`config.mk`:
```
export PLATFORM = sky130hd
export DESIGN_NAME = led_pwm_flat
export DESIGN_NICKNAME = d
export VERILOG_FILES = /design/src/rtl/led_pwm_if.sv /design/src/rtl/led_pwm.sv /design/src/flat_wrapper.sv
export SDC_FILE = /design/constraint.sdc
export NUM_CORES = 1
export LEC_CHECK = 0
export ABC_AREA = 1
export CAP_MARGIN = 15
export CORE_MARGIN = 4
export CORE_UTILIZATION = 55
export CTS_BUF_LIST = sky130_fd_sc_hd__clkbuf_8
export CTS_CLUSTER_DIAMETER = 60
export DETAILED_ROUTE_END_ITERATION = 16
export GPL_ROUTABILITY_DRIVEN = 0
export HOLD_SLACK_MARGIN = 0.12
export PLACE_DENSITY = 0.78
export SYNTH_ARGS = -nofsm -noshare
export SYNTH_HDL_FRONTEND = slang
export SYNTH_SLANG_ARGS = --single-unit
```
`constraint.sdc`:
```
create_clock -name clk -period 2.7 [get_ports clk]
set_input_delay 0.405 -clock clk [delete_from_list [all_inputs] [get_ports clk]]
set_output_delay 0.405 -clock clk [all_outputs]
set_load 0.01 [all_outputs]
```
`src/rtl/led_pwm_if.sv`:
```
// led_pwm control/status bundle.
// Master drives target duty and mode; slave reports PWM state.
interface led_pwm_if #(
  parameter int DUTY_W = 8
);
  logic [DUTY_W-1:0] duty_in;
  logic              fade_en;
  logic              pwm_out;
  logic              period_end;
  logic [DUTY_W-1:0] duty_cur;
  logic              busy;

  modport master (
    output duty_in,
    output fade_en,
    input  pwm_out,
    input  period_end,
    input  duty_cur,
    input  busy
  );

  modport slave (
    input  duty_in,
    input  fade_en,
    output pwm_out,
    output period_end,
    output duty_cur,
    output busy
  );
endinterface

```
`src/rtl/led_pwm.sv`:
```
// LED PWM with period-aligned duty updates and optional fade.
// Duty moves only at the period boundary so no mid-period glitches.
module led_pwm #(
  parameter int DUTY_W = 8,
  parameter int PRESC  = 4
) (
  input logic     clk,
  input logic     rst,
  led_pwm_if.slave bus
);
  localparam int PW = (PRESC > 1) ? $clog2(PRESC) : 1;
  localparam logic [PW-1:0] PRE_LAST = PW'(PRESC - 1);
  localparam logic [DUTY_W-1:0] PCNT_LAST =
    {{(DUTY_W-1){1'b1}}, 1'b0};

  logic [PW-1:0]     pre;
  logic [DUTY_W-1:0] pcnt;
  logic [DUTY_W-1:0] duty_q;
  logic [DUTY_W-1:0] duty_nxt;
  logic              pwm_q;
  logic              pe_q;
  logic              busy_q;
  logic              tick;
  logic              boundary;

  // Tick and period-boundary detection.
  always_comb begin
    tick     = (pre == PRE_LAST);
    boundary = tick && (pcnt == PCNT_LAST);
  end

  // Duty to apply after this clock: jump or one-LSB step.
  always_comb begin
    duty_nxt = duty_q;
    if (boundary) begin
      if (!bus.fade_en)
        duty_nxt = bus.duty_in;
      else if (bus.duty_in > duty_q)
        duty_nxt = duty_q + 1'b1;
      else if (bus.duty_in < duty_q)
        duty_nxt = duty_q - 1'b1;
    end
  end

  // Prescaler and period counter.
  always_ff @(posedge clk or posedge rst) begin
    if (rst) begin
      pre  <= '0;
      pcnt <= '0;
    end else if (tick) begin
      pre  <= '0;
      pcnt <= boundary ? '0 : pcnt + 1'b1;
    end else begin
      pre  <= pre + PW'(1);
    end
  end

  // Applied duty, output compare, period pulse and busy flag.
  always_ff @(posedge clk or posedge rst) begin
    if (rst) begin
      duty_q <= '0;
      pwm_q  <= 1'b0;
      pe_q   <= 1'b0;
      busy_q <= 1'b0;
    end else begin
      duty_q <= duty_nxt;
      pwm_q  <= (pcnt < duty_q);
      pe_q   <= boundary;
      busy_q <= bus.fade_en && (duty_nxt != bus.duty_in);
    end
  end

  assign bus.duty_cur   = duty_q;
  assign bus.pwm_out    = pwm_q;
  assign bus.period_end = pe_q;
  assign bus.busy       = busy_q;
endmodule

```
`src/flat_wrapper.sv`:
```
// flat-port wrapper written by rule: the top's interface ports become plain ports
module led_pwm_flat 
#(
  parameter int DUTY_W = 8,
  parameter int PRESC  = 4
)
  (clk, rst, bus_duty_in, bus_fade_en, bus_pwm_out, bus_period_end, bus_duty_cur, bus_busy);
  led_pwm_if #(.DUTY_W(DUTY_W)) bus_i ();
  input logic clk;
  input logic rst;
  input wire logic [$bits(bus_i.duty_in)-1:0] bus_duty_in;
  input wire logic [$bits(bus_i.fade_en)-1:0] bus_fade_en;
  output wire logic [$bits(bus_i.pwm_out)-1:0] bus_pwm_out;
  output wire logic [$bits(bus_i.period_end)-1:0] bus_period_end;
  output wire logic [$bits(bus_i.duty_cur)-1:0] bus_duty_cur;
  output wire logic [$bits(bus_i.busy)-1:0] bus_busy;
  assign bus_i.duty_in = bus_duty_in;
  assign bus_i.fade_en = bus_fade_en;
  assign bus_pwm_out = bus_i.pwm_out;
  assign bus_period_end = bus_i.period_end;
  assign bus_duty_cur = bus_i.duty_cur;
  assign bus_busy = bus_i.busy;
  led_pwm #(.DUTY_W(DUTY_W), .PRESC(PRESC)) u_core (.clk(clk), .rst(rst), .bus(bus_i));
endmodule
```
After elaboration in Yosys (flattened, before gate mapping). Cells that the tools add are included.

Add/subtract/negate cells: 4. $lt $le $gt $ge: 3. Equal/unequal tests: 3. Muxes and demuxes: 6. Reductions and logical operators: 2.

Operators by type and width (number): $mux 8 (5); $add 8x1->8 const B (2); $lt 8x8->1 (2); $eq 8x8->1 const B (1); $gt 8x8->1 (1); $ne 8x8->1 (1); $sub 8x1->8 const B (1); $add 2x1->2 const B (1); $eq 2x2->1 const B (1); $logic_and 1x1->1 (2); $mux 2 (1).

Bits in registers: 21. Output and inout port bits: 11. Word-level logic and storage cells: 24.

Longest topological paths before layout. Gate-level depths: netlist (run 1).

Depth after elaboration: 7. Mapped depth: 21. Mapped depth without buffers: 21.

Worst setup path before layout (run 1). No wires, ideal clock.

Path type: flip-flop to flip-flop. From: reg u_core.duty_q[5], in the netlist u_core.bus.duty_cur[5]. To: reg u_core.busy_q, in the netlist u_core.bus.busy. Library setup time: 0.122 ns. Arrival: 2.083 ns. Setup slack: 0.495 ns. Cell stages (with the launch flop): 19. Buffers on the path: 0. Period minus slack after synthesis: 2.205 ns. Cell sequence: dfrtp_1 > inv_1 > ha_1 > a21oi_1 > nor2_2 > nor2_8 > nand2_8 > nand2_8 > inv_4 > nand2_2 > nand3_2 > nand2_2 > nand2_1 > nand2_1 > nand2_1 > nor2_1 > nand2_1 > nor2_1 > nor2_1.

Longest elaborated chain between the ends: 7.

RTL lines: from (decl) (RTL line led_pwm.sv:18) `logic [DUTY_W-1:0] duty_q;`; from (signal assigned) (RTL line led_pwm.sv:66) `duty_q <= duty_nxt;`; $sub 8x1->8 or $lt 8x8->1 (tied branches) (RTL line led_pwm.sv:41, led_pwm.sv:40); $mux 8 (RTL line led_pwm.sv:40) `else if (bus.duty_in < duty_q)`; $mux 8 (RTL line led_pwm.sv:38) `else if (bus.duty_in > duty_q)`; $mux 8 (RTL line led_pwm.sv:36) `if (!bus.fade_en)`; $mux 8 * (RTL line led_pwm.sv:35) `if (boundary) begin`; $ne 8x8->1 * (RTL line led_pwm.sv:69) `busy_q <= bus.fade_en && (duty_nxt != bus.duty_in);`; $logic_and 1x1->1 * (RTL line led_pwm.sv:69); to (signal assigned) (RTL line led_pwm.sv:69); to (decl) (RTL line led_pwm.sv:22) `logic busy_q;`.

Every way passes the cells marked *; elsewhere a longest branch is shown, timed or not. A chain may end at the register's enable or synchronous reset.

Worst setup path after layout (run 1).
From: reg u_core.duty_q[6], in the netlist u_core.bus.duty_cur[6]. To: reg u_core.busy_q, in the netlist u_core.bus.busy.

Longest elaborated chain between the ends: 7.

RTL lines: $lt 8x8->1 (RTL line led_pwm.sv:40); $mux 8 (RTL line led_pwm.sv:40); $mux 8 * (RTL line led_pwm.sv:38); $mux 8 * (RTL line led_pwm.sv:36); $mux 8 * (RTL line led_pwm.sv:35); named net u_core.duty_nxt[1] (RTL line led_pwm.sv:19) `logic [DUTY_W-1:0] duty_nxt;`; $ne 8x8->1 * (RTL line led_pwm.sv:69); $logic_and 1x1->1 * (RTL line led_pwm.sv:69).

Mark *: on every way through the listed nets, which the timed path passes. The rest lies on a longest branch.

==> summary.md, run 1 <==
| Metric | Value |
|---|---|
| Pin count of the biggest net entering global routing | `22` |
| CTS Buf Count | `3` |
| Total Die Area | `4620 sq um` |
| First-pass GRT wire length | `between 7000 and 8000 microns` |
| I/O Buffers | `21` |
| CP Launch Point | `u_core.bus.duty_cur[6]` |
| Crit-path max cell delay | `around 0.47 ns` |
| Wire per inst | `~13 microns` |
| Maximum ir drop on the vdd rail | `0.218 mV` |
| Power per cell area | `~270 nW/um^2` |
| Startpoint of the lowest-slack register-to-register path | `u_core.bus.duty_cur[6]` |
| Mux contribution to synthesized area | `0%` |
| Via count of the first global-routing pass | `between 1500 and 2000` |
| Placed Area | `approximately 2300 sq um` |
| Net Count, Synth | `around 320` |
| Main combinational cell family by area after synthesis | `simple AND/OR/NAND/NOR gates` |
| Headroom to the max-slew limit | `43.2%` |
| Number of clock sinks | `21` |
| Max Cap Viol | `0` |
| Data arrival at the endpoint of the critical path | `roughly 2.6 ns` |
| Final worst path period need | `~2.5 ns` |
| Final setup violation count | `0` |
| Top Ports | `22` |
| Number of nets in the finished design | `350` |
| Hold Path Origin | `u_core.pre[0]` |
| Die extent in x | `approximately 70 microns` |
| Register-to-Register Setup Slack | `~0.22 ns` |
| HPWL Detailed | `3620 microns` |
| Slew at the pin with the worst max-slew slack | `0.851 ns` |
| Die Y-Extent | `around 68 microns` |
| Post-Synthesis Cells | `between 200 and 300` |
| Top cell by count, worst path | `sky130_fd_sc_hd__nand2_1` |
| Initial drt markers | `190` |
| Sequential fraction of the synthesis area | `about a quarter` |
| Achievable frequency | `about 400 MHz` |
| Global route total overflow | `0` |
| Number of library cell types mapped by synthesis | `37` |
| Run status | `complete, no violations` |
| CTS H-tree depth | `1` |
| Number of antenna violations at the first check in global routing | `0` |
| Floorplan Core Area | `approximately 3400 sq um` |
| Final cycle utilization of the critical path | `around nine tenths` |
| Power consumption | `between 600 and 700 uW` |
| DR DRC count | `0` |
| Capture point of the worst path | `u_core.bus.busy` |
| Count of standard-cell rows | `21` |
| Simple-gate share of the synthesized area | `between 30% and 40%` |
| Routed vias | `~1900` |
| Async S/R FF share, synth | `100%` |
| Static Leakage | `between 1 and 1.5 nW` |
| Max-slew violation total from the final report | `0` |
| Clock tree from TritonCTS | `yes` |
| CP required | `2.84 ns` |
| Register clock-pin slew on the reported worst setup and hold paths | `around 0.07 ns` |
| RSZ-0062 raised after global routing | `no` |
| GR Util All Layers | `a little under a quarter` |
| Type of destination of the critical path | `register` |
| Reg-to-Reg End | `u_core.bus.busy` |
| Xor-xnor portion of the synthesized cell area | `between 4 and 5%` |
| Total Wirelength | `around 4700 microns` |
| Avg Inst Size Synth | `between 6 and 7 sq um` |
| Class of the tightest hold or removal check | `register to register` |
| CP max FO | `9` |
| Final worst clock skew | `around 0.0077 ns` |
| Proportion of layout cells with a drive suffix above 1 | `11.9%` |
| Starting Density | `~58%` |
| Layout Area Growth over Synthesis | `18.8%` |
| Maximum buffer depth of the clock tree | `2` |
| Clock latency on the worst-skew pair | `0.27 ns` |
| YS warnings | `0` |
| Flip-flop and latch count after synthesis | `21` |
| Post-route cell area | `about 2300 sq um` |
| TNS Setup | `0 ns` |
| Dominant register cell in the synthesized netlist | `sky130_fd_sc_hd__dfrtp_1` |
| DRT Pass-1 Iters | `4` |
| Number of enable-type register cells in the synthesized netlist | `0` |
| Post-Synth Adder-Cell Area | `around an eighth` |
| Cell with the biggest individual delay on the critical path | `sky130_fd_sc_hd__dfrtp_1` |
| Clock Root Buffer | `sky130_fd_sc_hd__clkbuf_8` |
| Final hold violations | `0` |
| Fraction of the mapped netlist area in compound gates | `under 10%` |
| Ant. Diodes | `0` |
| Setup CP Type | `register to register` |
| Number of buffer and inverter instances along the worst setup path | `1` |
| Kind of cell adding the most delay to the critical path | `simple AND/OR/NAND/NOR gates` |
| Levels on crit path | `17` |
| Post-DR vias/cell | `5.24` |
| Mapped cell area | `1980 sq um` |
| CP cell instances | `inv_1 -> ha_1 -> nand2_2 -> nor2_4 -> nand2_4 -> nand2_8 -> nand3_1 -> nand3_1 -> nand2_1 -> nand2_1 -> nand2_1 -> nand2_1 -> nand2_1 -> nor2_1 -> nand2_1 -> nor2_1 -> nor2_1` |
| ANT nets after route | `0` |
| Type of origin of the critical path | `register` |
| Length in cells of the worst reg-to-reg path | `17` |
-- worst min path at each step --
stage / slack (ns) / cells after the start / end
global placement: 0.42 / 1 / u_core.pre[0]
floorplan: 0.38 / 1 / u_core.bus.busy
detailed placement: 0.42 / 1 / u_core.pre[0]
CTS: 0.44 / 1 / u_core.pre[0]
finish: 0.44 / 1 / u_core.pre[0]
global route: 0.47 / 1 / u_core.pre[0]
-- synthesized netlist by cell type (all sizes together), types with 2 or more instances --
cell type	number	share of area (%)
a21boi	2	0.76
a21oi	16	4.0
buf	4	1.5
dfrtp	21	27
ha	20	13
inv	37	7.1
nand2	104	23
nand3	28	8.0
nand3b	2	0.76
nand4	3	0.95
nor2	23	5.9
nor3	4	1.3
o21ai	5	1.5
xnor2	2	0.89
xor2	8	3.5
-- worst reg2reg max path, cell delays in order, from the launching register on --
cell,delay [ns]
sky130_fd_sc_hd__dfrtp_1,0.47
sky130_fd_sc_hd__inv_1,0.18
sky130_fd_sc_hd__ha_1,0.33
sky130_fd_sc_hd__nand2_2,0.08
sky130_fd_sc_hd__nor2_4,0.19
sky130_fd_sc_hd__nand2_4,0.13
sky130_fd_sc_hd__nand2_8,0.12
sky130_fd_sc_hd__nand3_1,0.09
sky130_fd_sc_hd__nand3_1,0.09
sky130_fd_sc_hd__nand2_1,0.07
sky130_fd_sc_hd__nand2_1,0.08
sky130_fd_sc_hd__nand2_1,0.05
sky130_fd_sc_hd__nand2_1,0.07
sky130_fd_sc_hd__nand2_1,0.07
sky130_fd_sc_hd__nor2_1,0.13
sky130_fd_sc_hd__nand2_1,0.07
sky130_fd_sc_hd__nor2_1,0.11
sky130_fd_sc_hd__nor2_1,0.05
-- through the flow --
step | utilization [%] | worst slack (ns) | std cells | hold WS [ns]
after floorplan | - | 0.495 | 286 | 0.382
after global placement | 67.4 | 0.0881 | 360 | 0.418
after detailed placement | 67.4 | 0.00850 | 360 | 0.424
after CTS | 68.8 | 0.208 | 364 | 0.436
after global routing | 68.8 | 0.0366 | 364 | 0.468
final | 68.8 | 0.223 | 364 | 0.436
-- state kept, by name, summed over array words and instances (netlist names) --
signal                 count
u_core.bus.period_end      1
u_core.pcnt                8
u_core.bus.pwm_out         1
u_core.bus.duty_cur        8
u_core.bus.busy            1
u_core.pre                 2
-- layout make-up --
type / instances / area [sq um]
Multi-Input combinational cell: 222 / 1270
Fill cell: 310 / 1070
Sequential cell: 21 / 527
Timing Repair Buffer: 33 / 300
Inverter: 38 / 145
Tap cell: 46 / 57.6
Clock buffer: 3 / 41.3
Clock inverter: 1 / 3.75
-- where the power goes --
| group | internal (mW) | switching [mW] | leakage [nW] | total (mW) |
|---|---|---|---|---|
| sequential | 0.315 | 0.000279 | 0.270 | 0.315 |
| combinational | 0.0491 | 0.0655 | 0.952 | 0.115 |
| clock | 0.102 | 0.109 | 0.0269 | 0.211 |
-- layer usage --
layer	vias up	share of wire (%)	track usage [%]	wire [microns]
met3	5	5.0	2.96	236
li1	985	-	-	-
met5	-	0	0	0
met4	0	1.2	6.95	57
met1	876	46	30.0	2170
met2	41	48	39.7	2260
-- what timing repair did --
item / in CTS / in global routing
hold buffers: 0 / 0
gates resized for setup: 0 / 1
buffers inserted: 0 / 0
setup endpoints to repair: 0 / 1
-- cell families after synthesis --
group | Yosys count
and+or+nand+nor | 165
buffers and inverters | 43
AOI/OAI and AO/OA | 27
DFF | 21
adders and majority gates | 20
xor gates and xnor gates | 10
-- cells in the final DEF, fill, tap and decap left out, types with 2 or more instances in the layout --
cell type                          n
sky130_fd_sc_hd__nor3_1            3
sky130_fd_sc_hd__nand4_1           3
sky130_fd_sc_hd__nor2_1           18
sky130_fd_sc_hd__a21oi_1          16
sky130_fd_sc_hd__ha_1             20
sky130_fd_sc_hd__inv_1            34
sky130_fd_sc_hd__clkdlybuf4s50_1  21
sky130_fd_sc_hd__xnor2_1           2
sky130_fd_sc_hd__nand3b_1          2
sky130_fd_sc_hd__nand3_1          26
sky130_fd_sc_hd__nand2_2           6
sky130_fd_sc_hd__xor2_1            8
sky130_fd_sc_hd__buf_4            12
sky130_fd_sc_hd__nand2_1          95
sky130_fd_sc_hd__dfrtp_1          20
sky130_fd_sc_hd__nor2_2            3
sky130_fd_sc_hd__o21ai_0           3
sky130_fd_sc_hd__nand2_8           2
sky130_fd_sc_hd__a21boi_0          2
sky130_fd_sc_hd__clkbuf_8          3
sky130_fd_sc_hd__inv_2             3
No activity file was read; power rests on OpenSTA's default activity.
==> run 2: changes to the inputs <==
- clock period: 2.7 -> 3.05 ns (I/O delays scaled with it)
==> summary.md, run 2 (synthesized netlist as in run 1, its figures left out) <==
| Metric | Value |
|---|---|
| Starting Density | `57.9% (unchanged)` |
| Clock Root Buffer | `sky130_fd_sc_hd__clkbuf_8` |
| CP required | `3.19 ns (+0.35 ns)` |
| Maximum buffer depth of the clock tree | `2 (unchanged)` |
| Power consumption | `556 uW (-13%)` |
| CTS resizes | `0 (unchanged)` |
| Type of origin of the critical path | `primary input` |
| Final worst path period need | `about 2.6 ns` |
| Type of destination of the critical path | `register` |
| Total Die Area | `4620 sq um (unchanged)` |
| Final cycle utilization of the critical path | `between 80% and 90%` |
| Clock tree from TritonCTS | `yes` |
| Slew at the pin with the worst max-slew slack | `0.841 ns (-0.00987 ns)` |
| Worst hold-check slack | `0.433 ns (-0.00262 ns)` |
| Final setup violation count | `0 (unchanged)` |
| RSZ-0062 raised after global routing | `no` |
| Combinational cell fraction of total power | `16.8% (-1.1 points)` |
| Final worst clock skew | `0.00312 ns (-0.00462 ns)` |
| GR Util All Layers | `20.8% (-2.3 points)` |
| Headroom to the max-slew limit | `43.9% (+0.66 points)` |
| Core utilization of the finished layout | `66.1% (-2.7 points)` |
| Run status | `complete, no violations` |
| Static Leakage | `1.19 nW (-4.4%)` |
| Max-slew violation total from the final report | `0 (unchanged)` |
| Post-DR vias/cell | `5.13 (-2.1%)` |
| Register clock-pin slew on the reported worst setup and hold paths | `0.08 ns (about the same)` |
| CTS Buf Count | `3 (unchanged)` |
| Sequential power share | `50.1% (+0.9 points)` |
| Power per cell area | `246 nW/um^2 (-9.6%)` |
| Commonest non-fill, non-tap cells in the layout | `sky130_fd_sc_hd__nand2_1 (95), sky130_fd_sc_hd__inv_1 (34), sky130_fd_sc_hd__nand3_1 (26)` |
| First-pass GRT wire length | `7310 microns (-8.5%)` |
| CP max FO | `9 (unchanged)` |
| Number of nets in the finished design | `338 (-3.4%)` |
| Via count of the first global-routing pass | `1684 (-6.7%)` |
| Number of clock sinks | `21 (unchanged)` |
| DRT Pass-1 Iters | `4 (unchanged)` |
| Placed Area | `2210 sq um (-3.9%)` |
| Number of antenna violations at the first check in global routing | `0 (unchanged)` |
| TNS Setup | `0 ns (unchanged)` |
| Pre-CTS WS | `0.273 ns (+0.264 ns)` |
| Proportion of layout cells with a drive suffix above 1 | `8.17% (-3.8 points)` |
| Top Ports | `22 (unchanged)` |
| Cts hold-fix bufs | `0 (unchanged)` |
| I/O Buffers | `21 (unchanged)` |
| Wire per inst | `12.5 microns (-3.5%)` |
| Final hold violations | `0 (unchanged)` |
| Die Y-Extent | `68.0 microns (unchanged)` |
| HPWL Detailed | `3480 microns (-3.7%)` |
| Floorplan Core Area | `3420 sq um (unchanged)` |
| Ant. Diodes | `0 (unchanged)` |
| Cell Count, Final, Fillers Out | `352 (-3.3%)` |
| Max Cap Viol | `0 (unchanged)` |
| Final WS setup | `0.499 ns (+0.277 ns)` |
| Cell Count Post-Placement | `348 (-3.3%)` |
| Switching fraction of total power | `27.0% (-0.33 points)` |
| Routed vias | `1805 (-5.3%)` |
| Clock latency on the worst-skew pair | `0.26 ns (about the same)` |
| Count of standard-cell rows | `21 (unchanged)` |
| Layout Area Growth over Synthesis | `14.2%` |
| Setup CP Type | `primary input to register` |
| Most frequent standard cell in the layout excluding fill and tap cells | `sky130_fd_sc_hd__nand2_1` |
| Data arrival at the endpoint of the critical path | `2.69 ns (+0.07 ns)` |
| Class of the tightest hold or removal check | `register to register` |
| Internal cell power | `406 uW (-13%)` |
| Achievable frequency | `392 MHz` |
| Total Wirelength | `4400 microns (-6.7%)` |
| Power share of the clock group | `33.0% (about the same)` |
| Maximum ir drop on the vdd rail | `0.204 mV (-6.8%)` |
| Postcts setup bufs | `0 (unchanged)` |
| Die extent in x | `68.0 microns (unchanged)` |
| Post-route cell area | `2260 sq um (-3.9%)` |
| CTS H-tree depth | `1 (unchanged)` |
| DR DRC count | `0 (unchanged)` |
| Switching power | `150 uW (-14%)` |
| Initial drt markers | `115 (-39%)` |
| Pin count of the biggest net entering global routing | `22 (unchanged)` |
| Global route total overflow | `0 (unchanged)` |
| ANT nets after route | `0 (unchanged)` |
run 2: worst paths after layout:
path	start	slack, ns	end	cells after the start
hold / removal	u_core.pre[0]	0.43	u_core.pre[0]	1
min in group asynchronous	rst	0.66	u_core.bus.duty_cur[7]	2
max in group asynchronous	rst	1.86	u_core.bus.busy	2
setup reg to reg	u_core.bus.duty_cur[3]	0.54	u_core.bus.busy	18
setup / recovery	bus_duty_in[3]	0.50	u_core.bus.busy	18
hold reg to reg	u_core.pre[0]	0.43	u_core.pre[0]	1
run 2: layout make-up:
| cell class | instances | area, sq um |
|---|---|---|
| Clock buffer | 3 | 41.3 |
| Fill cell | 332 | 1160 |
| Sequential cell | 21 | 526 |
| Clock inverter | 1 | 3.75 |
| Tap cell | 46 | 57.6 |
| Inverter | 38 | 145 |
| Multi-Input combinational cell | 222 | 1270 |
| Timing Repair Buffer | 21 | 210 |
run 2: worst max-delay path, cell delays in order:
cell	delay (ns)
sky130_fd_sc_hd__clkdlybuf4s50_1	0.57
sky130_fd_sc_hd__ha_1	0.29
sky130_fd_sc_hd__a21oi_1	0.16
sky130_fd_sc_hd__nand2_1	0.11
sky130_fd_sc_hd__nand2_4	0.14
sky130_fd_sc_hd__nand2_8	0.09
sky130_fd_sc_hd__nand2_8	0.09
sky130_fd_sc_hd__inv_4	0.05
sky130_fd_sc_hd__nand2_1	0.06
sky130_fd_sc_hd__nand3_1	0.07
sky130_fd_sc_hd__nand2_1	0.09
sky130_fd_sc_hd__nand2_1	0.07
sky130_fd_sc_hd__nand2_1	0.06
sky130_fd_sc_hd__nand2_1	0.05
sky130_fd_sc_hd__nor2_1	0.12
sky130_fd_sc_hd__nand2_1	0.07
sky130_fd_sc_hd__nor2_1	0.08
sky130_fd_sc_hd__nor2_1	0.04
run 2: power by group through the flow:
stage          registers, mW  clock network (mW)  logic [mW]
2_1_floorplan          0.285                   0      0.0638
3_3_place_gp           0.285                   0      0.0921
3_5_place_dp           0.285                   0      0.0936
4_1_cts                0.279               0.187      0.0939
5_1_grt                0.279               0.201       0.106
6_report               0.279               0.184      0.0937
run 2: metal layers:
metal,wire length (microns),global-route usage (%)
met2,2230,36.2
met5,0,0
met1,1990,27.7
met3,162,2.46
met4,23,4.22
==> run 3: changes to the inputs <==
- clock period: 3.05 -> 2.5 ns (I/O delays scaled with it)
==> summary.md, run 3 (synthesized netlist as in run 1, its figures left out) <==
| Metric | Value |
|---|---|
| Run status | `complete, no violations` |
| Achievable frequency | `roughly 430 MHz` |
| Final setup violation count | `0 (unchanged)` |
| Slew at the pin with the worst max-slew slack | `0.430 ns (-0.411 ns)` |
| Switching fraction of total power | `26.8% (-0.17 points)` |
| Top Ports | `22 (unchanged)` |
| Maximum buffer depth of the clock tree | `2 (unchanged)` |
| Total Die Area | `4620 sq um (unchanged)` |
| Worst hold-check slack | `0.433 ns (-0.000898 ns)` |
| Type of destination of the critical path | `register` |
| CP required | `2.64 ns (-0.55 ns)` |
| Length in cells of the worst reg-to-reg path | `20 (+2)` |
| Static Leakage | `1.35 nW (+13%)` |
| Pin count of the biggest net entering global routing | `22 (unchanged)` |
| Area used by multi-input combinational logic | `1300 sq um (+1.7%)` |
| Startpoint of the lowest-slack register-to-register path | `u_core.bus.duty_cur[3]` |
| Layout Area Growth over Synthesis | `27.1%` |
| Count of standard-cell rows | `21 (unchanged)` |
| Floorplan Core Area | `3420 sq um (unchanged)` |
| Routing layer with the top usage in global route | `met2` |
| Register-to-Register Setup Slack | `0.25 ns (-0.29 ns)` |
| Number of nets in the finished design | `369 (+9.2%)` |
| Post-DR vias/cell | `5.10 (-0.56%)` |
| Most frequent standard cell in the layout excluding fill and tap cells | `sky130_fd_sc_hd__nand2_1` |
| Power consumption | `697 uW (+25%)` |
| Clock tree from TritonCTS | `yes` |
| GR Layer Usage met3 | `2.63% (+0.16 points)` |
| Via count of the first global-routing pass | `1842 (+9.4%)` |
| Cts hold-fix bufs | `0 (unchanged)` |
| Final worst path period need | `between 2 and 2.5 ns` |
| Power per cell area | `277 nW/um^2 (+12%)` |
| CTS Buf Count | `3 (unchanged)` |
| Final worst clock skew | `0.00280 ns (-0.000317 ns)` |
| Number of antenna violations at the first check in global routing | `0 (unchanged)` |
| Fill cell total of the finished layout | `285 (-14%)` |
| Initial drt markers | `202 (+76%)` |
| Ant. Diodes | `0 (unchanged)` |
| Setup CP Type | `primary input to register` |
| Commonest non-fill, non-tap cells in the layout | `sky130_fd_sc_hd__nand2_1 (95), sky130_fd_sc_hd__inv_1 (34), sky130_fd_sc_hd__buf_4 (31)` |
| I/O Buffers | `21 (unchanged)` |
| Max-slew violation total from the final report | `0 (unchanged)` |
| DRT Pass-1 Iters | `4 (unchanged)` |
| Wire per inst | `12.1 microns (-3.5%)` |
| Power share of the clock group | `31.9% (-1.1 points)` |
| Proportion of layout cells with a drive suffix above 1 | `17.2% (+9.0 points)` |
| Internal cell power | `510 uW (+26%)` |
| Final hold violations | `0 (unchanged)` |
| CTS H-tree depth | `1 (unchanged)` |
| Register clock-pin slew on the reported worst setup and hold paths | `0.08 ns (about the same)` |
| Class of the tightest hold or removal check | `register to register` |
| DR DRC count | `0 (unchanged)` |
| Clock latency on the worst-skew pair | `0.26 ns (about the same)` |
| Starting Density | `57.9% (unchanged)` |
| Reg-to-Reg End | `u_core.bus.busy` |
| Sequential power share | `48.9% (-1.2 points)` |
| Data arrival at the endpoint of the critical path | `2.45 ns (-0.24 ns)` |
| Grt met2 use | `39.6% (+3.4 points)` |
| First-pass GRT wire length | `7940 microns (+8.5%)` |
| Routed vias | `1953 (+8.2%)` |
| FF/Latch Area | `526 sq um (unchanged)` |
| Capture point of the worst path | `u_core.bus.busy` |
| ANT nets after route | `0 (unchanged)` |
| Switching power | `187 uW (+24%)` |
| Combinational cell fraction of total power | `19.2% (+2.4 points)` |
| Max Cap Viol | `0 (unchanged)` |
| Clock Root Buffer | `sky130_fd_sc_hd__clkbuf_8` |
| Total Wirelength | `4620 microns (+5.0%)` |
| HPWL Detailed | `3660 microns (+5.1%)` |
| Global route total overflow | `0 (unchanged)` |
| Die extent in x | `68.0 microns (unchanged)` |
| Final cycle utilization of the critical path | `92.7%` |
| CP max FO | `9 (unchanged)` |
| GR Util All Layers | `22.4% (+1.6 points)` |
| Maximum ir drop on the vdd rail | `0.211 mV (+3.4%)` |
| Number of clock sinks | `21 (unchanged)` |
| Headroom to the max-slew limit | `71.3% (+27 points)` |
| Die Y-Extent | `68.0 microns (unchanged)` |
| Met1 Usage GRT | `28.9% (+1.3 points)` |
| Type of origin of the critical path | `primary input` |
| CP Launch Point | `bus_duty_in[7]` |
==> run 3: cell types whose count changed in the layout (fill, tap and decap cells not counted) <==
| cell | before | now |
|---|---|---|
| sky130_fd_sc_hd__buf_4 | 0 | 31 |
| sky130_fd_sc_hd__a21oi_1 | 16 | 15 |
| sky130_fd_sc_hd__a21oi_2 | 0 | 1 |
| sky130_fd_sc_hd__clkdlybuf4s50_1 | 21 | 20 |
| sky130_fd_sc_hd__dlymetal6s2s_1 | 0 | 1 |
| sky130_fd_sc_hd__ha_1 | 20 | 19 |
| sky130_fd_sc_hd__ha_4 | 0 | 1 |
| sky130_fd_sc_hd__nor2_2 | 3 | 2 |
| sky130_fd_sc_hd__nor2_4 | 1 | 2 |
==> run 3: worst max-delay path, stage by stage <==
cell and delay (ns):
sky130_fd_sc_hd__clkdlybuf4s50_1 0.44, sky130_fd_sc_hd__ha_1 0.32, sky130_fd_sc_hd__nand2_2 0.09, sky130_fd_sc_hd__nor2_4 0.19
sky130_fd_sc_hd__nand2_4 0.12, sky130_fd_sc_hd__nand2_8 0.12, sky130_fd_sc_hd__nand2_8 0.07, sky130_fd_sc_hd__inv_4 0.08
sky130_fd_sc_hd__nand2_1 0.06, sky130_fd_sc_hd__nand3_1 0.09, sky130_fd_sc_hd__nand2_1 0.08, sky130_fd_sc_hd__nand2_1 0.09
sky130_fd_sc_hd__nand2_1 0.05, sky130_fd_sc_hd__nand2_1 0.07, sky130_fd_sc_hd__nand3_1 0.07, sky130_fd_sc_hd__nor2_1 0.10
sky130_fd_sc_hd__nor2_1 0.04
==> run 3: cell type report <==
type / count / share of cell area [%]
repair buffers: 52 / 17.7
clock buffers: 3 / 1.64
flip-flops and latches: 21 / 20.9
well taps: 46 / 2.29
multi-input cells: 222 / 51.5
inverters: 38 / 5.77
clock inverters: 1 / 0.149
==> run 3: worst min-delay path by stage <==
stage	slack, ns	endpoint	startpoint	cells after the start
finish	0.43	u_core.pre[0]	u_core.pre[0]	1
global route	0.46	u_core.pre[0]	u_core.pre[0]	1
CTS	0.44	u_core.pre[0]	u_core.pre[0]	1
detailed placement	0.42	u_core.pre[0]	u_core.pre[0]	1
floorplan	0.35	u_core.bus.busy	rst	1
global placement	0.42	u_core.pre[0]	u_core.pre[0]	1
==> run 3: per-layer routing <==
layer	part of all wire (%)	wire (microns)	up-vias
met1	44	2050	892
met5	0	0	-
li1	-	-	1019
met3	4.4	203	4
met4	1.2	54	0
met2	50	2320	38
==> run 3: metrics by stage <==
step / std cells / instance area, sq um / utilization [%] / setup TNS [ns] / worst slack, ns
3_3_place_gp: 377 / 2430 / 71.2 / -0.0679 / -0.0679
5_1_grt: 383 / 2510 / 73.6 / -0.0123 / -0.0123
6_report: 383 / 2510 / 73.6 / 0 / 0.183
2_1_floorplan: 286 / 1980 / - / 0 / 0.295
3_5_place_dp: 377 / 2430 / 71.2 / -0.0835 / -0.0835
4_1_cts: 381 / 2480 / 72.5 / 0 / 0.186
==> run 3: repair_timing <==
item / in CTS / in global routing
setup endpoints to repair: 0 / 1
gates resized for setup: 0 / 4
setup buffers: 0 / 2
==> run 3: power by group through the flow <==
stage / Combinational (mW) / Sequential (mW) / Clock, mW
after floorplan: 0.0778 / 0.348 / 0
after global placement: 0.126 / 0.347 / 0
after detailed placement: 0.128 / 0.347 / 0
after CTS: 0.129 / 0.340 / 0.229
after global routing: 0.150 / 0.341 / 0.243
final: 0.134 / 0.340 / 0.223
